## config.mk

```make
export PLATFORM = sky130hd
export DESIGN_NAME = dsp_int8_packing
export DESIGN_NICKNAME = d
export VERILOG_FILES = /design/src/rtl/dsp_int8_packing.sv
export SDC_FILE = /design/constraint.sdc
export NUM_CORES = 1
export LEC_CHECK = 0
export CAP_MARGIN = 30
export CORE_MARGIN = 2
export CORE_UTILIZATION = 40
export CTS_BUF_LIST = sky130_fd_sc_hd__clkbuf_4
export CTS_CLUSTER_SIZE = 20
export DETAILED_ROUTE_END_ITERATION = 10
export PLACE_DENSITY = 0.62
export SYNTH_ARGS = -nofsm -noshare
export SYNTH_HDL_FRONTEND = slang
export SYNTH_SLANG_ARGS = --single-unit
```

## constraint.sdc

```tcl
create_clock -name clk -period 7.6 [get_ports clk]
set_input_delay 1.52 -clock clk [delete_from_list [all_inputs] [get_ports clk]]
set_output_delay 1.52 -clock clk [all_outputs]
set_load 0.01 [all_outputs]
```

## src/rtl/dsp_int8_packing.sv

```systemverilog
// Two INT8 products (a*c, b*c) sharing one wide multiply by packing a and b into one operand.
// Fixed 3-stage pipeline: input regs, wide product reg, unpacked result regs.
module dsp_int8_packing #(
  parameter int unsigned PACK_SHIFT = 18
) (
  input  logic               clk,
  input  logic               rst_n,
  input  logic        [7:0]  a,
  input  logic        [7:0]  b,
  input  logic signed [7:0]  c,
  output logic signed [32:0] p,
  output logic signed [15:0] ac,
  output logic signed [15:0] bc
);

  localparam int unsigned PKW = PACK_SHIFT + 8;
  localparam int unsigned PW  = PACK_SHIFT + 17;

  logic        [7:0]    r_a;
  logic        [7:0]    r_b;
  logic signed [7:0]    r_c;
  logic signed [PW-1:0] r_prod;

  logic        [PKW-1:0] w_packed;
  logic signed [PW-1:0]  w_a_ext;
  logic signed [PW-1:0]  w_c_ext;
  logic signed [PW-1:0]  w_prod;
  logic signed [15:0]    w_ac;
  logic signed [15:0]    w_bc;
  logic signed [32:0]    w_p;
  logic                  w_unused;

  // Stage 1: capture operands
  always_ff @(posedge clk or negedge rst_n) begin
    if (!rst_n) begin
      r_a <= 8'd0;
      r_b <= 8'd0;
      r_c <= 8'sd0;
    end else begin
      r_a <= a;
      r_b <= b;
      r_c <= c;
    end
  end

  // Packed operand is non-negative; the extra zero MSB keeps it positive in signed arithmetic
  always_comb begin
    w_packed = (PKW'(r_a) << PACK_SHIFT) | PKW'(r_b);
    w_a_ext  = PW'({1'b0, w_packed});
    w_c_ext  = PW'(r_c);
    w_prod   = w_a_ext * w_c_ext;
  end

  // Stage 2: wide product
  always_ff @(posedge clk or negedge rst_n) begin
    if (!rst_n) begin
      r_prod <= '0;
    end else begin
      r_prod <= w_prod;
    end
  end

  // A negative b*c borrows one from the a*c field; its sign bit sits at PACK_SHIFT-1
  always_comb begin
    w_bc = r_prod[15:0];
    w_ac = r_prod[PACK_SHIFT+15 -: 16] + 16'(r_prod[PACK_SHIFT-1]);
    w_p  = (33'(w_ac) <<< 8) + 33'(w_bc);
  end

  assign w_unused = ^{r_prod[PW-1:PACK_SHIFT+16], r_prod[PACK_SHIFT-2:16]};

  // Stage 3: unpacked results
  always_ff @(posedge clk or negedge rst_n) begin
    if (!rst_n) begin
      ac <= 16'sd0;
      bc <= 16'sd0;
      p  <= 33'sd0;
    end else begin
      ac <= w_ac;
      bc <= w_bc;
      p  <= w_p;
    end
  end

endmodule

```

==> results of run 1 <==
[per-stage QoR]
stage / hold slack, ns / cell area [sq um]
2_1_floorplan: 0.3312 / 8775
3_3_place_gp: 0.3312 / 9816
3_5_place_dp: 0.3362 / 9816
4_1_cts: 0.3743 / 9970
5_1_grt: 0.3864 / 10000
6_report: 0.3703 / 10000
[registers in the layout, summed over array words and instances, names as in the netlist]
register / count
ac: 16
bc: 8
p: 25
r_a: 8
r_b: 8
r_c: 8
r_prod: 33
[per-layer routing]
metal | wire length [um] | global-route usage [%]
met1 | 8275 | 21.83
met4 | 294 | 4.406
met2 | 7478 | 23.57
met3 | 697 | 3.137
met5 | 0 | 0
[cell usage after synthesis, types with 3 or more instances]
library cell,instances
o31ai_1,3
nand2_1,50
nor2_1,44
o21a_1,4
nor3_1,3
nand4_1,6
o21ai_0,18
inv_1,120
buf_2,4
xnor2_1,37
nor2b_1,4
nand2b_1,10
ha_1,111
fa_1,78
and3_1,5
and2_1,87
xor2_1,18
nand3_1,19
a21o_1,10
o21bai_1,3
a21oi_1,38
clkbuf_1,12
dfrtp_1,106
a211oi_1,5
buf_4,16
[layout make-up]
type	instances	area (sq um)	share of cell area (%)
diodes	1	2.502	0.02503
clock buffers	9	67.56	0.6757
flip-flops and latches	106	2653	26.53
clock inverters	7	86.33	0.8634
multi-input cells	592	5456	54.57
well taps	280	350.3	3.504
repair buffers	92	933.4	9.334
inverters	120	450.4	4.505
[worst max-delay path: stages, from the launching register on]
cell	delay, ns
dfrtp_1	0.77
inv_1	0.41
fa_1	0.58
fa_1	0.52
inv_1	0.06
fa_1	0.49
inv_1	0.06
fa_1	0.54
inv_1	0.04
ha_1	0.37
a21o_2	0.22
a21oi_1	0.25
a21boi_1	0.17
a2111oi_0	0.75
o31ai_1	0.15
nand2_1	0.10
xnor2_1	0.11
[cell families (layout without fill, tap and decap cells)]
| logic type | count (synthesis) | in the layout |
|---|---|---|
| and+or+nand+nor | 236 | 236 |
| adders and majority gates | 189 | 189 |
| buffers and inverters | 155 | 228 |
| AOI/OAI and AO/OA | 110 | 110 |
| DFF | 106 | 106 |
| xor gates and xnor gates | 55 | 55 |
| muxes | 2 | 2 |
| other | 0 | 1 |
[report_power, final]
part	total (mW)	internal (mW)	switching, mW
logic	2.08	0.986	1.09
registers	0.888	0.782	0.106
clock network	0.314	0.107	0.208
[final timing paths]
path	startpoint	endpoint	slack, ns	cells past startpoint
setup / recovery	r_c[7]$_DFF_PN0_	r_prod[31]$_DFF_PN0_	1.92	16
max in group asynchronous	rst_n	ac[15]$_DFF_PN0_	5.84	3
hold / removal	r_prod[1]$_DFF_PN0_	p[1]$_DFF_PN0_	0.37	0
hold reg to reg	r_prod[1]$_DFF_PN0_	p[1]$_DFF_PN0_	0.37	0
setup reg to reg	r_c[7]$_DFF_PN0_	r_prod[31]$_DFF_PN0_	1.92	16
min in group asynchronous	rst_n	r_prod[0]$_DFF_PN0_	0.87	1
==> results.toml, run 1 <==
[run_status]
status = "finished clean"

[detailed_routing]
drc = 0
wl_per_cell_um = 13.87
vias_per_cell = 4.790
ant_nets = 0
routed_wl_um = 16750
drt_first_pass_iters = 7
drt_iter0_drc = 260
route.vias.total = 5782

[floorplan]
die_x_um = 152.1
num_rows = 54
die_area_sq_um = 23140
start_util_pct = 40.46
io_pins = 91
coreArea_sq_um = 21690
die_h_um = 152.1

[worst_setup_path]
critPathLaunchType = "register"
critPathKind = "register to register"
path_max_fanout = 15
worstPathArrival_ns = 6.09
critical_path_required_ns = 8.02
end_kind = "register"

[sta]
setup_viol = 0
grt_setup_unrepaired = "false"
slew_viol_final = 0
setup_slack_ns = 1.921
fmax_mhz = 176.1
finalSetupTns_ns = 0
min_period_over_period_pct = 74.72
finalHoldViolCount = 0
max-slew-margin-rel_pct = 47.12
period_minus_slack_ns = 5.679
worstMarginPinSlew_ns = 0.7733
finalClockSkew_ns = 0.04517

[power_and_ir_drop]
leakagePower_nw = 4.777
finalPower_mw = 3.278
peakVddDrop_uv = 110.0
powerDensity_nw_per_um2 = 327.8

[global_route]
grt_pass1_vias = 5927
grt_remaining_overflow = 0
grt_max_degree = 78
antenna_found_initial = 1
grt_usage_pct = 15.27
grt_pass1_wl_um = 28930

[yosys]
synthCells = 853
synth_top_family_by_area = "adder cells"
synthArstFlopShare_pct = 100.0
synth_edf_count = 0
yosysTopAreaCell = "dfrtp_1"
synthSimpleGateAreaFrac_pct = 14.02
synth_compound_gate_area_share_pct = 8.826
synth.mux.area_fraction_pct = 0.2281
avgSynthCellArea_sq_um = 10.29
synth-xor-area-share_pct = 5.490
synthAdderAreaFrac_pct = 33.62
yosys_most_used_dff = "dfrtp_1"
ys_seq_area_share_pct = 30.23
synth.top_cell.area_share_pct = 30.23
ys_types = 58
syn_nets = 1068
netlist_top_cells_area = "dfrtp_1 30%, fa_1 18%, ha_1 16%"
synth-seq-cells = 106
yosysWarnings = 0
synth_area_sq_um = 8775

[place]
dp_cells = 1189
dp_slack_ns = 1.982
port_buffers = 90
dp_hpwl_um = 13530
place_congestion = 0.8712

[cts]
ctsRootBufferMaster = "clkbuf_4"
cts.sinks = 106
cts_resized = 0
cts_buffer_depth = 2
clk_pin_slew_ns = 0.17
h-tree-depth = 3
cts_buffers = 9
cts_tree = "built"
holdBufCountCts = 0
insertion_delay_ns = 0.52
postCtsSetupBuffers = 0

[finish]
final_cell_mix = "120 x inv_1, 111 x ha_1, 106 x dfrtp_1, 89 x clkdlybuf4s50_1, 87 x and2_1"
drive_gt1_share_pct = 3.996
layoutNonFillerInstCount = 1207
fin_util_pct = 46.11
nFillCells = 2055
area_delta_synth_final_pct = 13.96
final_common_cell = "inv_1"
layout.nets = 1136

[run]
drv_cap = 0

[hold_path]
hold_path.class = "register to register"
(Power assumes the default switching activity.)
==> inputs of run 2 (changes only) <==
clock period = 5.7 ns   (was 7.6 ns; I/O delays follow)
==> run 2 against run 1 <==
  * Sequential share of layout area about the same
  * Sequential power increased by 33%
  * Count of clock-buffer cells in the layout unchanged
  * Combinational power increased by 33%
  * Via count decreased by 0.16%
  * Total power increased by 32%
  * Global-route usage decreased by 0.070 points
  * Non-clock buffer count increased by 4
  * Core utilization about the same
  * Cell count increased by 0.33%
  * Worst hold slack improved by 0.0018 ns
  * Worst setup slack got worse by 1.5 ns
  * Critical path type unchanged
  * Critical endpoint unchanged
  * Largest cell class unchanged
  * Largest power group unchanged
  * Highest routed layer unchanged
==> results.toml, run 2 (synthesized netlist as in run 1, its figures left out) <==
[worst_setup_path]
critPathMostFrequentCell = "fa_1"
end_kind = "register"
crit_path_top_delay_cell = "a2111oi_0"
critPathLaunchType = "register"
r2r_cells = 16
worstPathArrival_ns = 5.66
path_max_fanout = 16
cp_cell_sequence = "nand2_1, fa_1, fa_1, inv_1, fa_1, inv_1, fa_1, inv_1, ha_1, a21o_2, a21oi_1, a21boi_1, a2111oi_0, o31ai_1, nand2_1, xnor2_1"
critical_path_required_ns = 6.12
critPathKind = "register to register"
critPathMaxStageDelay_ns = 0.77

[place]
port_buffers = 90
dp_hpwl_um = 13640
dp_cells = 1194
place_area_sq_um = 9853
place_congestion = 0.8780

[cts]
cts_tree = "built"
cts_buffer_depth = 2
cts_resized = 0
clk_pin_slew_ns = 0.18
ctsRootBufferMaster = "clkbuf_4"
cts_buffers = 9
h-tree-depth = 3
cts.sinks = 106
holdBufCountCts = 0
postCtsSetupBuffers = 0
insertion_delay_ns = 0.49

[sta]
finalSetupTns_ns = 0
min_period_over_period_pct = 91.99
fmax_mhz = 190.7
setup_viol = 0
worstMarginPinSlew_ns = 0.7933
finalHoldViolCount = 0
slew_viol_final = 0
period_minus_slack_ns = 5.243
grt_setup_unrepaired = "false"
finalClockSkew_ns = 0.01741
max-slew-margin-rel_pct = 45.75

[global_route]
grt_max_degree = 69
antenna_found_initial = 1
grt_usage_pct = 15.20
grt_pass1_vias = 5929
gr-usage-met3_pct = 3.109
busiest_layer = "met2"
grtUsageMet1_pct = 21.27
grt_remaining_overflow = 0
use_met2_pct = 24.45
grt_pass1_wl_um = 28920

[run_status]
status = "finished clean"

[finish]
fin_util_pct = 46.12
largest_reg_flops = 33
final_area_sq_um = 10000
largest-register = "r_prod"
reg.largest.list = "r_prod x33, p x25, ac x16"
layout.nets = 1140
drive_gt1_share_pct = 4.516
layoutNonFillerInstCount = 1211
final_cell_mix = "120 x inv_1, 111 x ha_1, 106 x dfrtp_1, 89 x clkdlybuf4s50_1, 87 x and2_1"
area_delta_synth_final_pct = 14.00
final_common_cell = "inv_1"

[floorplan]
die_x_um = 152.1
num_rows = 54
die_h_um = 152.1
coreArea_sq_um = 21690
start_util_pct = 40.46
io_pins = 91
die_area_sq_um = 23140

[power_and_ir_drop]
powerDensity_nw_per_um2 = 433.4
leakagePower_nw = 4.785
peakVddDrop_uv = 166.7

[detailed_routing]
route.vias.total = 5773
drt_first_pass_iters = 4
ant_nets = 0
vias_per_cell = 4.767
drc = 0
wl_per_cell_um = 13.73
routed_wl_um = 16630
drt_iter0_drc = 240

[run]
drv_cap = 0

[hold_path]
hold_path.class = "register to register"
min_path_cells = 0
run 2: cell type report:
| type | instances | area, sq um |
|---|---|---|
| fill | 2061 | 11690 |
| sequential | 106 | 2653 |
| inverter | 120 | 450.4 |
| tap | 280 | 350.3 |
| clock inverter | 7 | 80.08 |
| clock buffer | 9 | 67.56 |
| timing repair buffer | 96 | 943.4 |
| multi-input combinational | 592 | 5456 |
| antenna | 1 | 2.502 |
run 2: through the flow:
step	hold slack (ns)	total power, mW	setup slack, ns
floorplan	0.3312	3.203	0.8335
global placement	0.3344	3.960	0.5920
detailed placement	0.3347	3.987	0.5624
CTS	0.3760	4.399	0.5124
global route	0.3847	4.780	0.1851
finish	0.3720	4.336	0.4568
run 2: final timing paths:
check                               startpoint  slack, ns                    to
max in group asynchronous                rst_n       4.01       p[17]$_DFF_PN0_
hold reg to reg            r_prod[5]$_DFF_PN0_       0.37        p[5]$_DFF_PN0_
min in group asynchronous                rst_n       0.71        p[2]$_DFF_PN0_
hold / removal             r_prod[5]$_DFF_PN0_       0.37        p[5]$_DFF_PN0_
setup reg to reg              r_c[6]$_DFF_PN0_       0.46  r_prod[31]$_DFF_PN0_
setup / recovery              r_c[6]$_DFF_PN0_       0.46  r_prod[31]$_DFF_PN0_
run 2: power by group:
group	switching (mW)	internal (mW)
sequential	0.135	1.04
combinational	1.45	1.32
clock	0.284	0.105
run 2: metal layers:
metal	wire [um]	vias up
met5	0	-
li1	-	2876
met4	180	0
met3	696	11
met1	8241	2769
met2	7511	117
run 2: critical path: cells and delay by family (launching register included):
family / cells / cell delay (ns)
buf+inv: 3 / 0.15
xor+xnor: 1 / 0.11
compound gates: 5 / 1.53
fa+ha+maj: 5 / 2.48
flops: 1 / 0.67
simple gates: 2 / 0.24
